$ cat config.mk
export PLATFORM = sky130hd
export DESIGN_NAME = field_mul_pow2
export DESIGN_NICKNAME = d
export VERILOG_FILES = /design/src/rtl/field_pow2_pkg.sv /design/src/rtl/field_fold_step.sv /design/src/rtl/field_mul_pow2.sv
export SDC_FILE = /design/constraint.sdc
export NUM_CORES = 1
export LEC_CHECK = 0
export BUFFER_PORTS_ARGS = -buffer_cell sky130_fd_sc_hd__buf_2
export CAP_MARGIN = 20
export CORE_UTILIZATION = 58
export DETAILED_ROUTE_END_ITERATION = 7
export PLACE_DENSITY_LB_ADDON = 0.3
export SLEW_MARGIN = 30
export SYNTH_ARGS = -nofsm -noshare
export SYNTH_HDL_FRONTEND = slang
export SYNTH_SLANG_ARGS = --single-unit
export TNS_END_PERCENT = 5
$ cat constraint.sdc
create_clock -name clk -period 4.59 [get_ports clk]
set_clock_uncertainty 0.15 [all_clocks]
set_input_delay 0.918 -clock clk [delete_from_list [all_inputs] [get_ports clk]]
set_output_delay 0.918 -clock clk [all_outputs]
set_load 0.05 [all_outputs]
$ cat src/rtl/field_pow2_pkg.sv
// Shared types and helpers for the power-of-two field multiplier.
// Field shape comes from F_NBITS / F_I; negation is enabled by FIELD_MUL_POW2_NEG_EN.
`ifndef F_NBITS
`define F_NBITS 8
`endif
`ifndef F_I
`define F_I 5
`endif

package field_pow2_pkg;

    typedef enum logic [1:0] {
        IDLE,
        FOLD,
        REDUCE
    } state_t;

    localparam logic [`F_NBITS-1:0] P =
        {`F_NBITS{1'b1}} - `F_NBITS'(`F_I - 1);

    // A single carry fix-up per fold is enough only when this holds.
    function automatic bit fold_ok(int nbits, int i, int step);
        logic [255:0] lhs;
        logic [255:0] rhs;
        lhs = ((256'd1 << step) + 256'd1) * 256'(i);
        rhs = 256'd1 << nbits;
        return (step >= 1) && (lhs < rhs);
    endfunction

endpackage

$ cat src/rtl/field_fold_step.sv
// One fold of v*2^k back into NBITS bits using 2^NBITS == I (mod p).
// Purely combinational; k never exceeds STEP.
module field_fold_step
    import field_pow2_pkg::*;
#(
    parameter int NBITS = 8,
    parameter int I     = 5,
    parameter int STEP  = 4,
    parameter int KW    = 3
) (
    input  logic [NBITS-1:0] v,
    input  logic [KW-1:0]    k,
    output logic [NBITS-1:0] v_nxt
);

    logic [NBITS+STEP-1:0] t;
    logic [NBITS:0]        w;

    always_comb begin
        t = {{STEP{1'b0}}, v} << k;
        w = {1'b0, t[NBITS-1:0]}
          + (NBITS+1)'(t[NBITS+STEP-1:NBITS]) * (NBITS+1)'(I);
        v_nxt = w[NBITS] ? w[NBITS-1:0] + NBITS'(I)
                         : w[NBITS-1:0];
    end

endmodule

$ cat src/rtl/field_mul_pow2.sv
// c = a * 2^s mod (2^NBITS - I), folding up to STEP bits per cycle.
// Optional negation of the result with FIELD_MUL_POW2_NEG_EN.
module field_mul_pow2
    import field_pow2_pkg::*;
#(
    parameter int NBITS   = `F_NBITS,
    parameter int I       = `F_I,
    parameter int STEP    = 4,
    parameter int SHIFT_W = 6
) (
    input  logic               clk,
    input  logic               rstb,
    input  logic               en,
    input  logic [NBITS-1:0]   a,
    input  logic [SHIFT_W-1:0] s,
`ifdef FIELD_MUL_POW2_NEG_EN
    input  logic               neg,
`endif
    output logic               ready_pulse,
    output logic               ready,
    output logic [NBITS-1:0]   c
);

    localparam int KW = $clog2(STEP + 1);
    localparam logic [NBITS-1:0] PL =
        {NBITS{1'b1}} - NBITS'(I - 1);
    localparam logic [SHIFT_W-1:0] STEP_S = SHIFT_W'(STEP);

    generate
        if (!fold_ok(NBITS, I, STEP)) begin : g_bad_cfg
            $error("field_mul_pow2: (2^STEP+1)*I must be < 2^NBITS");
        end
    endgenerate

    state_t             state;
    state_t             state_nxt;
    logic               load;
    logic [NBITS-1:0]   v;
    logic [NBITS-1:0]   v_fold;
    logic [SHIFT_W-1:0] rem;
    logic [KW-1:0]      k;
    logic [NBITS-1:0]   r;
    logic [NBITS-1:0]   res;
`ifdef FIELD_MUL_POW2_NEG_EN
    logic               neg_q;
`endif

    field_fold_step #(
        .NBITS(NBITS),
        .I    (I),
        .STEP (STEP),
        .KW   (KW)
    ) u_fold (
        .v    (v),
        .k    (k),
        .v_nxt(v_fold)
    );

    always_comb begin
        state_nxt = state;
        load      = 1'b0;
        k = (rem > STEP_S) ? KW'(STEP) : KW'(rem);
        unique case (state)
            IDLE: begin
                if (en) begin
                    load      = 1'b1;
                    state_nxt = (s == '0) ? REDUCE : FOLD;
                end
            end
            FOLD: begin
                if (rem <= STEP_S)
                    state_nxt = REDUCE;
            end
            REDUCE: state_nxt = IDLE;
            default: state_nxt = IDLE;
        endcase
    end

    // v + I wraps past 2^NBITS exactly when v is in [p, 2^NBITS).
    always_comb begin
        r   = (v >= PL) ? v + NBITS'(I) : v;
        res = r;
`ifdef FIELD_MUL_POW2_NEG_EN
        if (neg_q && (r != '0))
            res = PL - r;
`endif
    end

    always_ff @(posedge clk or negedge rstb) begin
        if (!rstb) begin
            state       <= IDLE;
            v           <= '0;
            rem         <= '0;
            c           <= '0;
            ready_pulse <= 1'b0;
`ifdef FIELD_MUL_POW2_NEG_EN
            neg_q       <= 1'b0;
`endif
        end else begin
            state       <= state_nxt;
            ready_pulse <= 1'b0;
            if (load) begin
                v   <= a;
                rem <= s;
`ifdef FIELD_MUL_POW2_NEG_EN
                neg_q <= neg;
`endif
            end
            if (state == FOLD) begin
                v   <= v_fold;
                rem <= rem - SHIFT_W'(k);
            end
            if (state == REDUCE) begin
                c           <= res;
                ready_pulse <= 1'b1;
            end
        end
    end

    assign ready = (state == IDLE);

endmodule

==> impl_metrics.tcl, run 1 <==
set metrics [dict create \
    slew_headroom_pct 49.8 \
    dpl_cell_area_mm2 0.00221 \
    crit_fanout 17 \
    nFillCells 289 \
    vias 1806 \
    synth_area_leaders "dfrtp_1 (30%), ha_1 (9.1%), nand2_1 (6.0%), a21oi_1 (5.1%), o21ai_0 (4.8%)" \
    synth.largest_area_cell "dfrtp_1" \
    max_freq_mhz 240 \
    postRouteAntennaNets 0 \
    finalCritPeriodShare_pct 90.8 \
    antenna_found_initial 0 \
    clkTransAtPathRegs_ps 140 \
    core_area_mm2 0.00339 \
    synth_commonest_cells "nand2_1 (33), dfrtp_1 (25), nor2_1 (22)" \
    dieArea_mm2 0.00382 \
    tns_ps 0 \
    cts_buffers 3 \
    postLayoutCellArea_mm2 0.00224 \
    clkLatencyLatePin_ps 320 \
    num_antenna_cells 0 \
    wire_per_inst_um 14.1 \
    ctsResizeCount 0 \
    cts.sinks 25 \
    cts_root_buf "clkbuf_4" \
    cts_tree "done" \
    layout.nets 300 \
    ys_seq_area_share_pct 30.2 \
    post_cts_buffers 0 \
    hold_path.startpoint "c[4]" \
    max_slew.worst_pin.slew_ps 751 \
    synthCells 244 \
    synth_edf_count 0 \
    start_util_pct 61.1 \
    maxCapViolCount 0 \
    post-route-util_pct 66.0 \
    gp_congestion 0.847 \
    synth.area.mux_share_pct 8.82 \
    period_minus_slack_ps 4170 \
    synth-simple-area-share_pct 19.7 \
    cts_buffer_depth 2 \
    ys_seq_elements 25 \
    track_usage_pct 26.3 \
    status "finished, final reports clean" \
    grt_pass1_wl_mm 7.33 \
    synth_most_common_cell "nand2_1" \
    synthesis.nets 279 \
    port_buffers 26 \
    first_global_vias 1610 \
    dieHeight_um 61.8 \
    globalRouteOverflowTotal 0 \
    io_pins 27 \
    grt_use_met1_pct 36.9 \
    grt_max_degree 26 \
    row_count 21 \
    wl_mm 4.36 \
    via_per_inst 5.83 \
    synth-xor-area-share_pct 4.65 \
    min_path_type "reg2reg" \
    postCtsHoldBufs 0 \
    placedCellCount 306 \
    grt_busiest_layer "met2" \
    whs_endpoint "c[4]" \
    worstPathRequired_ps 4700 \
    synthFlopType "dfrtp_1" \
    die_x_um 61.8 \
    htreeDepth 1 \
    r2r-start "rem[2]" \
    final_cells 310 \
    reg2regPathDepth 10 \
    synth_top_family_by_area "compound AO/OA/AOI/OAI gates" \
    async_reset_ff_share_pct 100 \
    grt_util_met2_pct 43.3 \
    hold_viol_final 0 \
    report.final.slew_viol_count 0 \
    synth_compound_area_share_pct 20.0 \
    rrSetupSlack_ps 420 \
    detailed_place_hpwl_mm 3.42 \
    synthToLayoutAreaGrowth_pct 8.03 \
    synthAdderAreaFrac_pct 12.0 \
    path_class "reg2reg" \
    rr_endpoint "v[7]" \
    avgSynthCellArea_um2 8.49 \
    grt_use_met3_pct 4.35 \
    drc 0 \
    finalSetupViolCount 0 \
    start_kind "register" \
    synth_cell_types 51 \
    yosys.area.top_type_share_pct 30.2 \
    rsz0062_at_grt "no" \
    crit_arrival_ps 4280 \
    drive_gt1_share_pct 17.0 \
    first_pass_iters 4 \
    synth_warnings 0 \
    synth_area_mm2 0.00207 \
    min_path_cells 2 \
    end_kind "register" \
    drt-initial-drc-count 84 \
]
==> cell type report <==
type,count,area [µm²],area share (%)
timing repair buffer,28,145,6.48
multi-input combinational,199,1350,60.5
clock buffer,4,26.3,1.17
tap,46,57.6,2.57
inverter,8,30.0,1.34
sequential,25,626,27.9
==> placed cells by master (no fill, tap or decap), types with 3 or more instances in the layout <==
cell      count
dfrtp_1      25
inv_1         8
xor2_1        3
a31oi_1       3
nor4_1        3
nand2_1      33
mux2_2        4
nand3_1       4
a21oi_1      21
nor2b_1       5
o21ai_0      20
clkbuf_4      3
nor2_1       22
xnor2_1       8
buf_2        26
a22o_1        3
mux2i_1       7
nor3_1        4
ha_1         15
fa_1          3
o21ai_1       3
and3_1        3
==> per-stage QoR <==
stage	setup WS (ps)	hold slack (ps)
2_1_floorplan	544	373
3_3_place_gp	532	306
3_5_place_dp	461	316
4_1_cts	422	346
5_1_grt	218	375
6_report	422	338
==> flip-flops by register name, summed over array words and instances, names as in the netlist <==
signal       count
c                8
ready_pulse      1
rem              6
state            2
v                8
==> worst max-delay path, cell delays in order, from the launching register on <==
cell and delay [ps]:
dfrtp_1 490, or4_4 670, o31ai_1 370, ha_1 310
fa_1 480, ha_1 350, o211ai_1 320, a21boi_1 130
xnor2_1 170, or4_1 530, o21ai_1 130
==> layer usage <==
layer / up-vias / share of wire [%]
li1: 910 / -
met3: 2 / 5.7
met2: 61 / 49
met5: - / 0
met4: 0 / 0.18
met1: 833 / 45
==> logic make-up (layout without fill, tap and decap cells) <==
logic type | Yosys count | after routing
simple gates | 87 | 87
compound gates | 68 | 68
flops | 25 | 25
buf+inv | 20 | 40
fa+ha+maj | 18 | 18
mux | 14 | 14
xor+xnor | 11 | 11
other cells | 1 | 1
==> worst max path at each step <==
| stage | end | from | slack, ps | cells after the start |
|---|---|---|---|---|
| 2_1_floorplan | v[7] | rem[2] | 540 | 14 |
| 3_3_place_gp | v[7] | rem[2] | 530 | 10 |
| 3_5_place_dp | v[7] | rem[2] | 460 | 10 |
| 4_1_cts | v[7] | rem[2] | 420 | 10 |
| 5_1_grt | v[7] | rem[2] | 220 | 12 |
| 6_report | v[7] | rem[2] | 420 | 10 |
Power of run 1 is not shown: default switching activity piles up to over one toggle a cycle in this logic, so the estimate is an artifact.
==> inputs of run 2 (changes only) <==
Settings changed: ABC_AREA set to 1.
==> impl_metrics.tcl, run 2 <==
set metrics [dict create \
    min_path_type "reg2reg" \
    pre_cts_slack_ps 523 \
    layout.nets 374 \
    num_antenna_cells 0 \
    synthFlopType "dfrtp_1" \
    htreeDepth 1 \
    mostFrequentLayoutCells "nand2_1 (83), inv_1 (39), nor2_1 (33), buf_2 (26), dfrtp_1 (25)" \
    gp_congestion 0.940 \
    grt_pass1_wl_mm 8.88 \
    ys_seq_area_share_pct 28.9 \
    via_per_inst 5.68 \
    synth_area_mm2 0.00216 \
    die_x_um 63.1 \
    dieHeight_um 63.1 \
    wl_mm 5.02 \
    crit_arrival_ps 4160 \
    max_slew.worst_pin.slew_ps 713 \
    worstPathRequired_ps 4620 \
    yosys.area.top_type_share_pct 28.9 \
    status "finished, final reports clean" \
    antenna_found_initial 0 \
    synth_cell_types 35 \
    met3_length_um 260 \
    cts_tree "done" \
    core_area_mm2 0.00344 \
    io_pins 27 \
    hold_viol_final 0 \
    maxCapViolCount 0 \
    synthToLayoutAreaGrowth_pct 10.0 \
    synth_most_common_cell "nand2_1" \
    postCtsHoldBufs 0 \
    clkTransAtPathRegs_ps 90 \
    synth.largest_area_cell "dfrtp_1" \
    multi_input_area_mm2 0.00135 \
    wl_met2_mm 2.44 \
    highest_layer "met4" \
    ctsResizeCount 0 \
    postRouteAntennaNets 0 \
    synth_area_leaders "dfrtp_1 (29%), nand2_1 (14%), ha_1 (8.7%), inv_1 (6.8%), nor2_1 (5.7%)" \
    path_class "reg2reg" \
    layout_setup_ws_ps 457 \
    post_cts_buffers 0 \
    largest_registers "c (8), v (8), rem (6)" \
    placedCellCount 380 \
    first_global_vias 1996 \
    period_minus_slack_ps 4130 \
    cts_buffers 3 \
    first_pass_iters 4 \
    drt-initial-drc-count 135 \
    async_reset_ff_share_pct 100 \
    slew_headroom_pct 52.4 \
    final_cells 384 \
    vias 2180 \
    ys_seq_elements 25 \
    seqCellArea_um2 626 \
    drc 0 \
    drive_gt1_share_pct 14.5 \
    track_usage_pct 28.3 \
    synth_commonest_cells "nand2_1 (83), inv_1 (39), nor2_1 (33)" \
    cts.sinks 25 \
    detailed_place_hpwl_mm 3.99 \
    layout_commonest_cell "nand2_1" \
    dieArea_mm2 0.00398 \
    cts_buffer_depth 2 \
    crit_fanout 17 \
    min_path_cells 2 \
    rsz0062_at_grt "no" \
    start_kind "register" \
    globalRouteOverflowTotal 0 \
    tns_ps 0 \
    avgSynthCellArea_um2 6.93 \
    max_freq_mhz 242 \
    port_buffers 26 \
    finalSetupViolCount 0 \
    clkLatencyLatePin_ps 280 \
    row_count 21 \
    synthesis.nets 347 \
    cts_root_buf "clkbuf_8" \
    wire_per_inst_um 13.1 \
    start_util_pct 62.8 \
    reg2regPathDepth 19 \
    synth_warnings 0 \
    end_kind "register" \
    report.final.slew_viol_count 0 \
    wl_met1_mm 2.26 \
    finalCritPeriodShare_pct 90.0 \
    grt_max_degree 26 \
    hold_slack_ps 331 \
    nFillCells 315 \
    synth_edf_count 0 \
    synthCells 312 \
]
## run 2: metrics by stage
step	util, %	cell area [µm²]
2_1_floorplan	-	2160
3_3_place_gp	67.7	2330
3_5_place_dp	67.7	2330
4_1_cts	69.1	2380
5_1_grt	69.1	2380
6_report	69.1	2380
## run 2: area by class of cell
cell class	count	area share, %
sequential	25	26.3
tap	46	2.42
inverter	45	7.20
clock inverter	1	0.315
multi-input combinational	238	56.6
timing repair buffer	26	5.47
clock buffer	3	1.74
## run 2: cells by family after synthesis
group / after synthesis / synth area share (%)
adders and majority gates: 18 / 11.5
and+or+nand+nor: 154 / 31.9
xor gates and xnor gates: 2 / 0.810
DFF: 25 / 28.9
other: 1 / 0.173
AOI/OAI and AO/OA: 63 / 17.9
buffers and inverters: 49 / 8.85
## run 2: final timing paths
kind	from	to	slack [ps]
max reg2reg	rem[4]	v[5]	460
min in group asynchronous	rstb	v[1]	470
min	c[6]	c[6]	330
min reg2reg	c[6]	c[6]	330
max in group asynchronous	rstb	ready_pulse	3450
max	rem[4]	v[5]	460
## run 2: worst max-delay path, stage by stage (launching register included)
cell and delay, ps:
dfrtp_1 440, nor2_4 200, nand3_4 190, o21ai_0 260
nor2_1 60, a221oi_1 370, ha_1 320, ha_1 300
inv_1 60, fa_1 470, xor2_1 470, nor2_1 160
nand4_1 120, nand2_1 70, nand2_1 60, nand2_1 50
nand2_1 50, nand3_1 70, nand2_1 100, nand2_1 50
## run 2: routing by layer
| layer | GRT usage [%] | vias up |
|---|---|---|
| met2 | 46.1 | 66 |
| li1 | - | 1093 |
| met3 | 5.07 | 7 |
| met4 | 10.5 | 0 |
| met5 | 0 | - |
| met1 | 37.4 | 1014 |
Power of run 2 is left out for the same reason.
==> inputs of run 3 (changes only) <==
Settings changed: CORE_UTILIZATION 58 to 52.
==> impl_metrics.tcl, run 3 (synthesis results as in run 2) <==
set metrics [dict create \
    status "finished, final reports clean" \
    globalRouteOverflowTotal 0 \
    grt_use_met3_pct 3.60 \
    num_antenna_cells 0 \
    gp_congestion 0.954 \
    final_cells 388 \
    start_util_pct 54.1 \
    path_delay_family "simple AND/OR/NAND/NOR gates" \
    crit_arrival_ps 3970 \
    mostFrequentLayoutCells "nand2_1 (83), inv_1 (39), nor2_1 (33), buf_2 (26), dfrtp_1 (25)" \
    port_buffers 26 \
    io_pins 27 \
    wl_mm 4.88 \
    core_area_mm2 0.00400 \
    slew_headroom_pct 51.1 \
    antenna_found_initial 0 \
    grt_max_degree 26 \
    worstPathRequired_ps 4600 \
    wire_per_inst_um 12.6 \
    tns_ps 0 \
    cts_root_buf "clkbuf_8" \
    post_cts_buffers 0 \
    synthToLayoutAreaGrowth_pct 10.1 \
    largest_registers "c (8), v (8), rem (6)" \
    min_path_type "reg2reg" \
    postCtsHoldBufs 0 \
    dieHeight_um 66.5 \
    die_x_um 66.5 \
    dieArea_mm2 0.00442 \
    worst-path-buf-inv 1 \
    crit_path_top_delay_cell "fa_1" \
    crit_top_cell "nand2_1" \
    finalSetupViolCount 0 \
    drt-initial-drc-count 227 \
    hold_viol_final 0 \
    grt_busiest_layer "met2" \
    layout.nets 374 \
    max_slew.worst_pin.slew_ps 733 \
    postRouteAntennaNets 0 \
    crit_fanout 17 \
    placedCellCount 384 \
    report.final.slew_viol_count 0 \
    clkTransAtPathRegs_ps 90 \
    detailed_place_hpwl_mm 3.83 \
    row_count 23 \
    clkLatencyLatePin_ps 270 \
    path_cells "nor2_4 -> nand3_4 -> o21ai_0 -> nor2_1 -> a221oi_1 -> ha_1 -> ha_1 -> inv_1 -> fa_1 -> xor2_1 -> nor2_1 -> nand4_1 -> nand2_1 -> nand2_1 -> nand2_1 -> nand2_1 -> nand3_1 -> nand2_1 -> nand2_1" \
    track_usage_pct 23.8 \
    first_pass_iters 4 \
    min_path_cells 2 \
    grt_use_met1_pct 32.4 \
    cts_buffer_depth 2 \
    htreeDepth 1 \
    grt_util_met2_pct 40.2 \
    cp.depth 19 \
    start_kind "register" \
    finalCritPeriodShare_pct 86.2 \
    via_per_inst 5.45 \
    cts.sinks 25 \
    cts_buffers 3 \
    drc 0 \
    cts_tree "done" \
    path_class "reg2reg" \
    reg2regPathDepth 19 \
    critical_path.max_stage_delay_ps 450 \
    grt_pass1_wl_mm 8.07 \
    layout_commonest_cell "nand2_1" \
    first_global_vias 1861 \
    rsz0062_at_grt "no" \
    vias 2113 \
    drive_gt1_share_pct 14.2 \
    period_minus_slack_ps 3960 \
    end_kind "register" \
    ctsResizeCount 0 \
    maxCapViolCount 0 \
    max_freq_mhz 253 \
]
==> run 3: area by class of cell <==
type	count	area, µm²
clock buffer	4	45.0
fill	372	1620
inverter	45	171
multi-input combinational	238	1350
sequential	25	626
tap	50	62.6
timing repair buffer	26	130
==> run 3: worst register-to-register path, delay by kind of cell (launching register included) <==
family,cells,cell delay [ps]
simple gates,12,1160
xor+xnor,1,430
flops,1,430
fa+ha+maj,3,1040
compound gates,2,570
buf+inv,1,60
==> run 3: path summary, 6_finish.rpt <==
check / from / end / slack, ps
setup / recovery: rem[4] / v[5] / 630
hold / removal: c[0] / c[0] / 330
setup reg to reg: rem[4] / v[5] / 630
hold reg to reg: c[0] / c[0] / 330
max in group asynchronous: rstb / v[7] / 3440
min in group asynchronous: rstb / c[3] / 470
==> run 3: metrics by stage <==
stage               worst slack (ps)  hold slack (ps)  instance area [µm²]  utilization (%)
finish                           632              334                 2380             59.5
detailed placement               695              317                 2340             58.4
CTS                              674              337                 2380             59.5
floorplan                       1050              299                 2160                -
global route                     343              373                 2380             59.5
global placement                 748              311                 2340             58.4
==> run 3: layer usage <==
| layer | vias up | wire, µm |
|---|---|---|
| li1 | 1092 | - |
| met1 | 954 | 2330 |
| met2 | 61 | 2290 |
| met3 | 6 | 217 |
| met4 | 0 | 47 |
| met5 | - | 0 |
Power of run 3 is left out for the same reason.
